--- config.mk ---
export PLATFORM = sky130hd
export DESIGN_NAME = display_pattern_gen
export DESIGN_NICKNAME = d
export VERILOG_FILES = /design/src/rtl/display_test_pkg.sv /design/src/rtl/digit_counter.sv /design/src/rtl/display_pattern_gen.sv
export SDC_FILE = /design/constraint.sdc
export NUM_CORES = 1
export LEC_CHECK = 0
export CORE_ASPECT_RATIO = 0.7
export CORE_UTILIZATION = 31
export CTS_BUF_LIST = sky130_fd_sc_hd__clkbuf_4 sky130_fd_sc_hd__clkbuf_8
export CTS_CLUSTER_SIZE = 28
export DETAILED_ROUTE_END_ITERATION = 6
export DONT_BUFFER_PORTS = 1
export PLACE_DENSITY = 0.54
export SLEW_MARGIN = 5
export SYNTH_ARGS = -nofsm -noshare
export SYNTH_HDL_FRONTEND = slang
export SYNTH_SLANG_ARGS = --single-unit
--- constraint.sdc ---
create_clock -name clk5 -period 3 [get_ports clk5]
set_clock_uncertainty 0.1 [all_clocks]
set_input_delay 0.45 -clock clk5 [delete_from_list [all_inputs] [get_ports clk5]]
set_output_delay 0.45 -clock clk5 [all_outputs]
set_load 0.005 [all_outputs]
--- src/rtl/display_test_pkg.sv ---
// Shared constants for the seven-segment display pattern generator.
// Build option: define PATTERN_BCD_EN to give mode 2 a decimal counter;
// without it mode 2 counts in hex exactly like mode 1.
package display_test_pkg;

    localparam int unsigned DIGIT_W = 4;

    localparam logic [1:0] MODE_SHIFT = 2'd0;
    localparam logic [1:0] MODE_HEX   = 2'd1;
    localparam logic [1:0] MODE_BCD   = 2'd2;
    localparam logic [1:0] MODE_WALK  = 2'd3;

    typedef enum logic {
        ST_PAUSED  = 1'b0,
        ST_RUNNING = 1'b1
    } ctrl_state_e;

endpackage

--- src/rtl/digit_counter.sv ---
// One nibble of the HEX/BCD ripple counter: computes the next nibble value
// and the carry into the next digit. Storage lives in the parent.
// Build option: PATTERN_BCD_EN compiles the decimal (9 -> 0) wrap logic.
module digit_counter
    import display_test_pkg::*;
(
    input  logic [DIGIT_W-1:0] i_value,
    input  logic               i_inc,
    input  logic               i_clr,
    input  logic               i_bcd,
    output logic [DIGIT_W-1:0] o_value_c,
    output logic               o_carry_c
);

    logic w_max;

`ifdef PATTERN_BCD_EN
    // Digit is at its wrap point: 9 in decimal, F in hex
    always_comb begin
        w_max = i_bcd ? (i_value >= DIGIT_W'(9)) : (i_value == {DIGIT_W{1'b1}});
    end
`else
    logic w_unused_bcd;
    assign w_unused_bcd = i_bcd;

    // Digit is at its wrap point: hex only
    always_comb begin
        w_max = (i_value == {DIGIT_W{1'b1}});
    end
`endif

    // Next nibble and carry-out
    always_comb begin
        o_carry_c = i_inc & w_max;
        o_value_c = i_value;
        if (i_clr) begin
            o_value_c = '0;
        end else if (i_inc) begin
            o_value_c = w_max ? '0 : i_value + 1'b1;
        end
    end

endmodule

--- src/rtl/display_pattern_gen.sv ---
// Stimulus generator for the seven-segment display interface: NDIG hex
// digits plus decimal points, advanced by a prescaled tick or single steps,
// in one of four patterns (SHIFT, HEX, BCD, WALK).
// Build option: PATTERN_BCD_EN enables decimal counting in mode 2; when
// undefined, mode 2 is a hex counter identical to mode 1.
module display_pattern_gen
    import display_test_pkg::*;
#(
    parameter int unsigned NDIG     = 4,
    parameter int unsigned TICK_DIV = 4194304
) (
    input  logic                    clk5,
    input  logic                    reset,
    input  logic [1:0]              mode,
    input  logic                    run,
    input  logic                    step,
    output logic [DIGIT_W*NDIG-1:0] dispVal,
    output logic [NDIG-1:0]         dpMask,
    output logic                    update
);

    localparam int unsigned DISP_W = DIGIT_W * NDIG;
    localparam int unsigned CNT_W  = NDIG + 3;
    localparam int unsigned PRE_W  = $clog2(TICK_DIV);
    localparam int unsigned POS_W  = (NDIG > 1) ? $clog2(NDIG) : 1;
    localparam logic [NDIG-1:0] DP_PAUSED = NDIG'(1) << (NDIG - 1);

    ctrl_state_e      r_state;
    logic [PRE_W-1:0] r_pre;
    logic [1:0]       r_mode;
    logic [CNT_W-1:0] r_tick_cnt;
    logic [POS_W-1:0] r_p;

    logic              w_tick;
    logic              w_mode_chg;
    logic              w_cnt_inc;
    logic              w_bcd;
    logic [NDIG:0]     w_inc;
    logic [DISP_W-1:0] w_cnt_val;
    logic              w_unused_carry;
    logic [CNT_W-1:0]  w_tick_cnt_n;
    logic [POS_W-1:0]  w_p_n;
    logic [DISP_W-1:0] w_disp_n;
    logic [NDIG-1:0]   w_dp_n;
    logic              w_load;

    // Tick source and mode-change detection; a mode change swallows a tick
    always_comb begin
        w_tick = ((r_state == ST_RUNNING) && (r_pre == PRE_W'(TICK_DIV - 1))) ||
                 ((r_state == ST_PAUSED) && step);
        w_mode_chg = (mode != r_mode);
        w_cnt_inc  = w_tick && !w_mode_chg && ((mode == MODE_HEX) || (mode == MODE_BCD));
`ifdef PATTERN_BCD_EN
        w_bcd = (mode == MODE_BCD);
`else
        w_bcd = 1'b0;
`endif
    end

    // HEX/BCD ripple chain; in counting modes dispVal itself holds the digits
    assign w_inc[0]       = w_cnt_inc;
    assign w_unused_carry = w_inc[NDIG];

    genvar g;
    for (g = 0; g < NDIG; g++) begin : g_digit
        digit_counter u_digit (
            .i_value   (dispVal[g*DIGIT_W +: DIGIT_W]),
            .i_inc     (w_inc[g]),
            .i_clr     (w_mode_chg),
            .i_bcd     (w_bcd),
            .o_value_c (w_cnt_val[g*DIGIT_W +: DIGIT_W]),
            .o_carry_c (w_inc[g+1])
        );
    end

    // Next pattern state, display value and decimal-point mask
    always_comb begin
        w_tick_cnt_n = r_tick_cnt;
        w_p_n        = r_p;
        w_disp_n     = dispVal;
        w_dp_n       = '0;
        if (w_mode_chg) begin
            w_tick_cnt_n = '0;
            w_p_n        = '0;
            w_disp_n     = '0;
        end else if (w_tick) begin
            case (mode)
                MODE_SHIFT: begin
                    w_tick_cnt_n = r_tick_cnt + 1'b1;
                    for (int k = 0; k < NDIG; k++) begin
                        w_disp_n[k*DIGIT_W +: DIGIT_W] = w_tick_cnt_n[k +: DIGIT_W];
                    end
                end
                MODE_WALK: begin
                    w_p_n = (r_p == POS_W'(NDIG - 1)) ? '0 : r_p + 1'b1;
                    for (int k = 0; k < NDIG; k++) begin
                        w_disp_n[k*DIGIT_W +: DIGIT_W] = (w_p_n == POS_W'(k)) ? 4'h8 : 4'h0;
                    end
                end
                default: begin
                    w_disp_n = w_cnt_val;
                end
            endcase
        end
        if (mode == MODE_WALK) begin
            for (int k = 0; k < NDIG; k++) begin
                w_dp_n[k] = (w_p_n == POS_W'(k));
            end
        end else begin
            w_dp_n[NDIG-1] = (r_state == ST_PAUSED);
        end
        w_load = w_mode_chg || w_tick || (w_dp_n != dpMask);
    end

    // Control FSM, prescaler, pattern state and registered outputs
    always_ff @(posedge clk5) begin
        if (reset) begin
            r_state    <= ST_PAUSED;
            r_pre      <= '0;
            r_mode     <= MODE_SHIFT;
            r_tick_cnt <= '0;
            r_p        <= '0;
            dispVal    <= '0;
            dpMask     <= DP_PAUSED;
            update     <= 1'b0;
        end else begin
            r_state <= run ? ST_RUNNING : ST_PAUSED;
            if (r_state == ST_RUNNING) begin
                r_pre <= (r_pre == PRE_W'(TICK_DIV - 1)) ? '0 : r_pre + 1'b1;
            end else begin
                r_pre <= '0;
            end
            r_mode     <= mode;
            r_tick_cnt <= w_tick_cnt_n;
            r_p        <= w_p_n;
            dispVal    <= w_disp_n;
            dpMask     <= w_dp_n;
            update     <= w_load;
        end
    end

endmodule

* Word-level counts from Yosys, hierarchy flattened
Index checks and enable logic that the tools add are counted.
Widths: inputs -> output; s select.
** Word-level totals
- Output and inout port bits :: 21
- Register bits after elaboration :: 55
** Operators by class
- Reductions and logical operators :: 23
- Muxes and demuxes :: 20
- Add/sub/neg operators :: 7
- Equal/unequal tests :: 17
- Bitwise operators :: 4
** Operators with widths (count)
- $mux 4 :: 12
- $pmux 16 s2 :: 1
- $add 22x1->22 const B :: 1
- $eq 22x22->1 const B :: 1
- $add 4x1->4 const B :: 4
- $eq 4x4->1 const B :: 4
- $eq 2x2->1 const B :: 7
- $reduce_bool 3->1 :: 4
- $reduce_and 2->1 :: 5
- $mux 2 :: 4
- $add 7x1->7 const B :: 1
- $eq 2x1->1 const B :: 3
- $logic_not 2->1 :: 3
- $logic_and 1x1->1 :: 4
- $logic_or 1x1->1 :: 4
- $ne 4x4->1 :: 1
- $and 1x1->1 :: 3
- $mux 3 :: 1
- $reduce_or 3->1 :: 1
- $add 2x1->2 const B :: 1
- $mux 1 :: 2
- $ne 2x2->1 :: 1
- $reduce_or 2->1 :: 1
- $logic_not 1->1 :: 1
- $not 1->1 :: 1

* Logic depth before layout (Yosys ltp)
Gate-level depths: netlist (run 1).
- Depth after elaboration :: 10
- Mapped depth :: 9

* By module
From an unflattened synthesis (run 1), not the netlist that was laid out.
** Unflattened totals
- Cell total of the unflattened synthesis :: 362
- Area, all modules :: 2991.6 µm²
** Modules (own cells, without submodules)
- display_pattern_gen :: area each 2626.3 µm², cells each 310, times used 1
- digit_counter :: area each 91.3 µm², cells each 13, times used 4

* Worst setup path before layout (run 1)
Ideal clock, no wire load.
- Path type :: flip-flop to flip-flop
- From :: register r_pre[0]
- To :: register update
- Slack :: 0.711 ns
- Required time :: 2.780 ns
- Stages on the path, launching flop included :: 9
- Arrival time :: 2.069 ns
- Clock period less this slack :: 2.289 ns
- Path buffers :: 1
- Setup time :: 0.120 ns
- Cell sequence :: dfxtp_1 > ha_1 > nand3_1 > nor4_4 > a31o_1 > buf_6 > a32oi_1 > o32a_1 > a211o_1
** On the way
- Longest elaborated chain between the ends :: 9
** Ends and longest elaborated chain
- start, declared :: line display_pattern_gen.sv:29 : logic [PRE_W-1:0] r_pre;
- start signal, assigned :: line display_pattern_gen.sv:129 : r_pre <= (r_pre == PRE_W'(TICK_DIV - 1)) ? '0 : r_pre + 1'b1;
- $eq 22x22->1 (*) :: line display_pattern_gen.sv:49 : w_tick = ((r_state == ST_RUNNING) && (r_pre == PRE_W'(TICK_DIV - 1))) ||
- $logic_and 1x1->1 (*) :: line display_pattern_gen.sv:49
- $logic_or 1x1->1 (*) :: line display_pattern_gen.sv:49
- $mux 2 :: line display_pattern_gen.sv:86 : end else if (w_tick) begin
- $mux 2 :: line display_pattern_gen.sv:82 : if (w_mode_chg) begin
- $eq 2x1->1 (tied with other cells) :: line display_pattern_gen.sv:107 : w_dp_n[k] = (w_p_n == POS_W'(k));
- $mux 3 or $mux 1 (tied branches) :: line display_pattern_gen.sv:105 : if (mode == MODE_WALK) begin
- $ne 4x4->1 :: line display_pattern_gen.sv:112 : w_load = w_mode_chg || w_tick || (w_dp_n != dpMask);
- $logic_or 1x1->1 (*) :: line display_pattern_gen.sv:112
- end signal, assigned :: line display_pattern_gen.sv:138 : update <= w_load;
- end, declared :: line display_pattern_gen.sv:19 : output logic update
Mark *: on every way between the ends. The rest lies on a longest branch, timed or not.
A chain may end at the register's enable or synchronous reset.

* Worst setup path in the final report (run 1)
Ends and elaborated chain as after synthesis.

==> results of run 1 <==
-- cells by family (layout without fill, tap and decap cells) --
kind of cell / count (synthesis) / count (layout) / share of synthesized area
DFF: 55 / 55 / 0.378
adders and majority gates: 13 / 13 / 0.0559
xor gates and xnor gates: 35 / 35 / 0.105
buffers and inverters: 25 / 25 / 0.0357
and+or+nand+nor: 166 / 166 / 0.279
AOI/OAI and AO/OA: 65 / 65 / 0.142
muxes: 1 / 1 / 0.00344
-- state kept, by name, summed over array words and instances, names as in the netlist --
name and cells:
r_mode 2, r_tick_cnt 7, r_pre 22, dispVal 16
r_state 1, r_p 2, update 1, dpMask 4
-- cells in the final DEF, fill, tap and decap left out, drive strengths merged, types with 2 or more instances in the layout --
cell	n
a211o	2
a211oi	5
a21oi	21
a311oi	3
a31oi	2
and2	5
and3	12
and4	2
buf	7
clkbuf	6
dfxtp	55
ha	13
inv	11
nand2	37
nand3	24
nand4	7
nand4b	2
nor2	49
nor2b	9
nor3	12
nor3b	2
nor4	2
o21ai	15
o21bai	2
o221ai	2
o22ai	3
xnor2	15
xor2	20
-- worst reg2reg max path, delay by kind of cell, from the launching register on --
kind,cells,cell delay [ns]
compound gates,4,1.23
simple gates,2,0.44
flops,1,0.37
fa+ha+maj,1,0.24
-- path summary, 6_finish.rpt --
kind,to,slack [ns],cells past startpoint
max,update$_SDFF_PP0_,0.50,7
min,r_mode[1]$_SDFF_PP0_,0.09,1
max reg2reg,update$_SDFF_PP0_,0.50,7
min reg2reg,r_pre[0]$_SDFF_PP0_,0.36,1
-- power groups by stage --
stage	clock (mW)	sequential, mW	combinational, mW
after floorplan	0	0.763	0.0945
after global placement	0	0.766	0.121
after detailed placement	0	0.767	0.122
after CTS	0.513	0.750	0.122
after global routing	0.541	0.752	0.138
final	0.494	0.750	0.123
-- per-layer routing --
layer / global-route usage / up-vias / routed length (microns)
met1: 0.207 / 1136 / 3540
met2: 0.194 / 50 / 2560
li1: - / 1252 / -
met3: 0.0440 / 6 / 381
met5: 0 / - / 0
met4: 0.0466 / 0 / 68
-- cell type report --
type,count,area (sq um)
Fill cell,932,5910
Tap cell,124,155
Clock buffer,6,76.3
Sequential cell,55,1100
Multi-Input combinational cell,280,1710
Inverter,11,41.3
Timing Repair Buffer,7,52.6
Clock inverter,1,30.0
-- metrics by stage --
stage	utilization	hold WS (ns)	power [mW]
after floorplan	-	0.318	0.858
after detailed placement	0.337	0.340	0.888
after global routing	0.349	0.0744	1.43
after global placement	0.337	0.336	0.888
after CTS	0.349	0.0779	1.38
final	0.349	0.0895	1.37
==> flow_summary.yaml, run 1 <==
timing:
  timing.final.hold_violations: 0
  max-slew-margin-rel: 0.625
  fin_setup_tns_ns: 0
  rsz_0062_raised_after_global_routing: "no"
  final-max-slew-violation-count: 0
  report.final.setup_viol: 0
  layout_worst_path_cycle_share: 0.833
  max_freq_mhz: 400
  tightest_slew_ns: 0.563
  min_period_ns: 2.50
  final_critical_path_setup_slack_ns: 0.501
clocking:
  ctsHoldBuffers: 0
  cts.reportedPaths.clkPinSlew_ns: 0.10
  cts_made_buffers: 5
  cts_tree: "built"
  post_cts.repair.setup_buffers: 0
  cts_root_buffer: "clkbuf_8"
  clkLatencyLatePin_ns: 0.31
  htreeDepth: 2
  cts.repair.resized: 0
  tritoncts_num_sinks: 55
  clock_tree.buffer_depth: 2
detailed_routing:
  wl_final_microns: 6560
  vias_per_cell: 5.05
  detail_route.wl_per_cell_microns: 13.5
  first_pass_iters: 4
  initialDrtViolationCount: 169
  post-route-drc-count: 0
  final_antenna_net_count: 0
  via_count: 2444
layout:
  layout_cell_share_with_drive_strength_beyond_1: 0.0500
  finish.cell_count_without_fillers: 484
  finalInstanceArea_sq_mm: 0.00316
  layout.nets: 379
  antenna_cells_inserted: 0
  area_growth_syn_to_layout_pct: 8.64
power_and_ir_drop:
  cell_internal_pwr_mw: 1.04
  p_sw_frac: 0.242
  power_frac_clock: 0.361
  power_frac_seq: 0.549
  power-per-cell-area_mw_per_mm2: 432
  irDropWorstVdd_uv: 162
  power.leakage_nw: 1.13
  comb_power_share: 0.090
  net_switching_power_uw: 330
setup_path:
  worstPathArrival_ns: 2.59
  startpoint_of_the_worst_register_to_register_path: "r_pre[0]$_SDFF_PP0_"
  cpLargestDelayFamily: "compound AO/OA/AOI/OAI gates"
  critical_path_buf_inv_count: 0
  worst-endpoint-required_ns: 3.09
  slowest_stage: "a31o_1"
  crit_type: "flop to flop"
  cp_max_fo: 9
  crit_path_start: "r_pre[0]$_SDFF_PP0_"
  startpoint_type: "flop"
  crit_path_end_kind: "flop"
  slowest_delay_ns: 0.39
  path_cells: "ha_1, nand3_1, nor4_4, a31o_1, a32oi_1, o32a_1, a211o_1"
synthesis:
  ys_top_cells_by_area: "dfxtp_1 38%, nor2_1 6.3%, xor2_1 6.0%, ha_1 5.6%, nand2_1 4.8%"
  post_synth_num_cell_types: 47
  yosys.area.top_type_share: 0.378
  synth_flop_cell: "dfxtp_1"
  synth_top_area_cell: "dfxtp_1"
  synth-seq-cells: 55
  synth_most_common_cell: "dfxtp_1"
  synth_top_cells_by_count: "55 x dfxtp_1, 49 x nor2_1, 37 x nand2_1"
  synthesis_warnings: 0
  synth-seq-area-share: 0.378
  synth_enable_flop_cells: 0
  synth.avg_cell_area_sq_um: 8.09
  mappedNetlistArea_sq_mm: 0.00291
  synthArstFlopShare: 0
  postSynthCellCount: 360
  postSynthNetCount: 379
global_route:
  grt_first_pass_wirelength_microns: 11200
  vias_in_the_first_global_route: 2248
  gr-usage-all-layers: 0.142
  antenna_found_initial: 0
  grt_max_degree: 26
  overflow: 0
worst_hold_path:
  hp-class: "primary input to flop"
  worstHoldStart: "reset"
placed_design:
  dp.cells: 477
  finalWeightedCongestion: 0.822
  dpl_worst_slack_ns: 0.530
  port_buffers: 0
  dpl_cell_area_sq_mm: 0.00306
  hpwl_microns: 4760
floorplanning:
  pin_count: 27
  die_height_microns: 83.1
  floorplan.core_area_sq_mm: 0.00907
  dieArea_sq_mm: 0.00979
  floorplan.initialDensity: 0.321
  std_cell_rows: 29
  floorplan.die.width_microns: 118
status:
  run_status: "complete, no violations"
job:
  cap_viol_max_count: 0
Note: power is estimated with default switching activity, not from simulation.
==> inputs of run 2 (changes only) <==
- clock period: 3 -> 2.4 ns (I/O delays scaled with it)
==> run 2 against run 1 <==
Highest routed layer unchanged. Combinational power is 37% higher. Power increased by 19%. Die area is the same.
==> flow_summary.yaml, run 2 (synthesis results as in run 1) <==
timing:
  worst_hold_margin_ns: 0.0757
  final-max-slew-violation-count: 0
  timing.final.hold_violations: 0
  min_period_ns: 2.23
  fin_setup_tns_ns: 0
  max-slew-margin-rel: 0.736
  rsz_0062_raised_after_global_routing: "no"
  final_critical_path_setup_slack_ns: 0.174
  tightest_slew_ns: 0.396
  max_freq_mhz: 449
  report.final.setup_viol: 0
  layout_worst_path_cycle_share: 0.927
placed_design:
  finalWeightedCongestion: 0.826
  dpl_worst_slack_ns: 0.115
  dpl_cell_area_sq_mm: 0.00315
  hpwl_microns: 4990
  port_buffers: 0
setup_path:
  crit_type: "flop to flop"
  slowest_stage: "dfxtp_1"
  cp_max_fo: 6
  path_cells: "ha_2, nand3_1, nor4_4, buf_4, a21oi_1, o221a_2, o32a_1, a211o_1"
  worstPathArrival_ns: 2.33
  crit_path_end_kind: "flop"
  critical_path_buf_inv_count: 1
  cpLargestDelayFamily: "compound AO/OA/AOI/OAI gates"
  slowest_delay_ns: 0.37
  worst-endpoint-required_ns: 2.50
  startpoint_type: "flop"
clocking:
  cts_tree: "built"
  clock_tree.buffer_depth: 2
  cts_root_buffer: "clkbuf_8"
  post_cts.repair.setup_buffers: 0
  cts.reportedPaths.clkPinSlew_ns: 0.10
  cts_made_buffers: 5
  htreeDepth: 2
  clkLatencyLatePin_ns: 0.31
  tritoncts_num_sinks: 55
power_and_ir_drop:
  power.leakage_nw: 1.19
  power-per-cell-area_mw_per_mm2: 498
  irDropWorstVdd_uv: 180
detailed_routing:
  wl_final_microns: 6720
  initialDrtViolationCount: 169
  via_count: 2531
  vias_per_cell: 5.07
  post-route-drc-count: 0
  first_pass_iters: 4
  detail_route.wl_per_cell_microns: 13.5
  final_antenna_net_count: 0
layout:
  flip_flop_count_of_the_largest_register_all_copies_and_words_added: 22
  layout.cells.most_common: "dfxtp_1"
  layout_cell_share_with_drive_strength_beyond_1: 0.0933
  reg.largest.list: "r_pre (22), dispVal (16), r_tick_cnt (7)"
  fin_util: 0.360
  antenna_cells_inserted: 0
  finalInstanceArea_sq_mm: 0.00326
  top_register: "r_pre"
  layout.nets: 393
  most_frequent_cells_in_the_layout: "55 x dfxtp_1, 49 x nor2_1, 37 x nand2_1"
  area_growth_syn_to_layout_pct: 12.1
global_route:
  vias_in_the_first_global_route: 2376
  gr-usage-all-layers: 0.146
  grt_max_degree: 23
  antenna_found_initial: 0
  grt_first_pass_wirelength_microns: 11600
  overflow: 0
job:
  cap_viol_max_count: 0
floorplanning:
  die_height_microns: 83.1
  floorplan.initialDensity: 0.321
  floorplan.core_area_sq_mm: 0.00907
  pin_count: 27
  floorplan.die.width_microns: 118
  std_cell_rows: 29
  dieArea_sq_mm: 0.00979
worst_hold_path:
  hp-class: "primary input to flop"
status:
  run_status: "complete, no violations"
[run 2: cell types whose count changed in the layout (fill, tap and decap cells not counted)]
| cell | before | now |
|---|---|---|
| dlygate4sd3_1 | 0 | 1 |
| ha_2 | 0 | 1 |
| and2_2 | 0 | 1 |
| a221oi_1 | 1 | 0 |
| bufinv_16 | 1 | 0 |
| and2_1 | 5 | 4 |
| ha_1 | 13 | 12 |
| clkinvlp_4 | 0 | 1 |
| clkinv_2 | 0 | 1 |
| a221oi_2 | 0 | 1 |
| buf_4 | 7 | 20 |
[run 2: repair_timing]
item / 4_1_cts / 5_1_grt
gates resized for setup: 0 / 3
endpoints found under the hold margin: 3 / 0
hold buffers: 1 / 0
setup endpoints to repair: 0 / 3
[run 2: area by class of cell]
cell class	count	area, sq um
multi-input combinational	280	1720
sequential	55	1100
clock buffer	6	76.3
inverter	11	41.3
timing repair buffer	21	160
fill	943	5810
tap	124	155
clock inverter	2	12.5
[run 2: path summary, 6_finish.rpt]
check	from	end	slack, ns	cells past startpoint
worst max-delay path	r_pre[0]$_SDFF_PP0_	update$_SDFF_PP0_	0.17	8
worst min-delay path	run	r_state$_SDFF_PP0_	0.08	1
worst max register to register	r_pre[0]$_SDFF_PP0_	update$_SDFF_PP0_	0.17	8
worst min register to register	r_pre[0]$_SDFF_PP0_	r_pre[0]$_SDFF_PP0_	0.36	1
[run 2: power by group]
group | leakage [nW] | total [mW] | switching [mW] | internal (mW)
clock network | 0.0446 | 0.520 | 0.304 | 0.216
registers | 0.445 | 0.936 | 0.0125 | 0.923
logic | 0.696 | 0.169 | 0.104 | 0.0650
[run 2: layer usage]
layer | up-vias | track usage | routed length, microns
met5 | - | 0 | 0
li1 | 1283 | - | -
met2 | 50 | 0.209 | 2730
met4 | 0 | 0.0478 | 74
met1 | 1190 | 0.205 | 3440
met3 | 8 | 0.0481 | 469
[run 2: per-stage QoR]
stage               total power, mW  std cells
global route                   1.72        499
detailed placement             1.12        490
CTS                            1.65        499
finish                         1.63        499
floorplan                      1.07        360
global placement               1.12        490
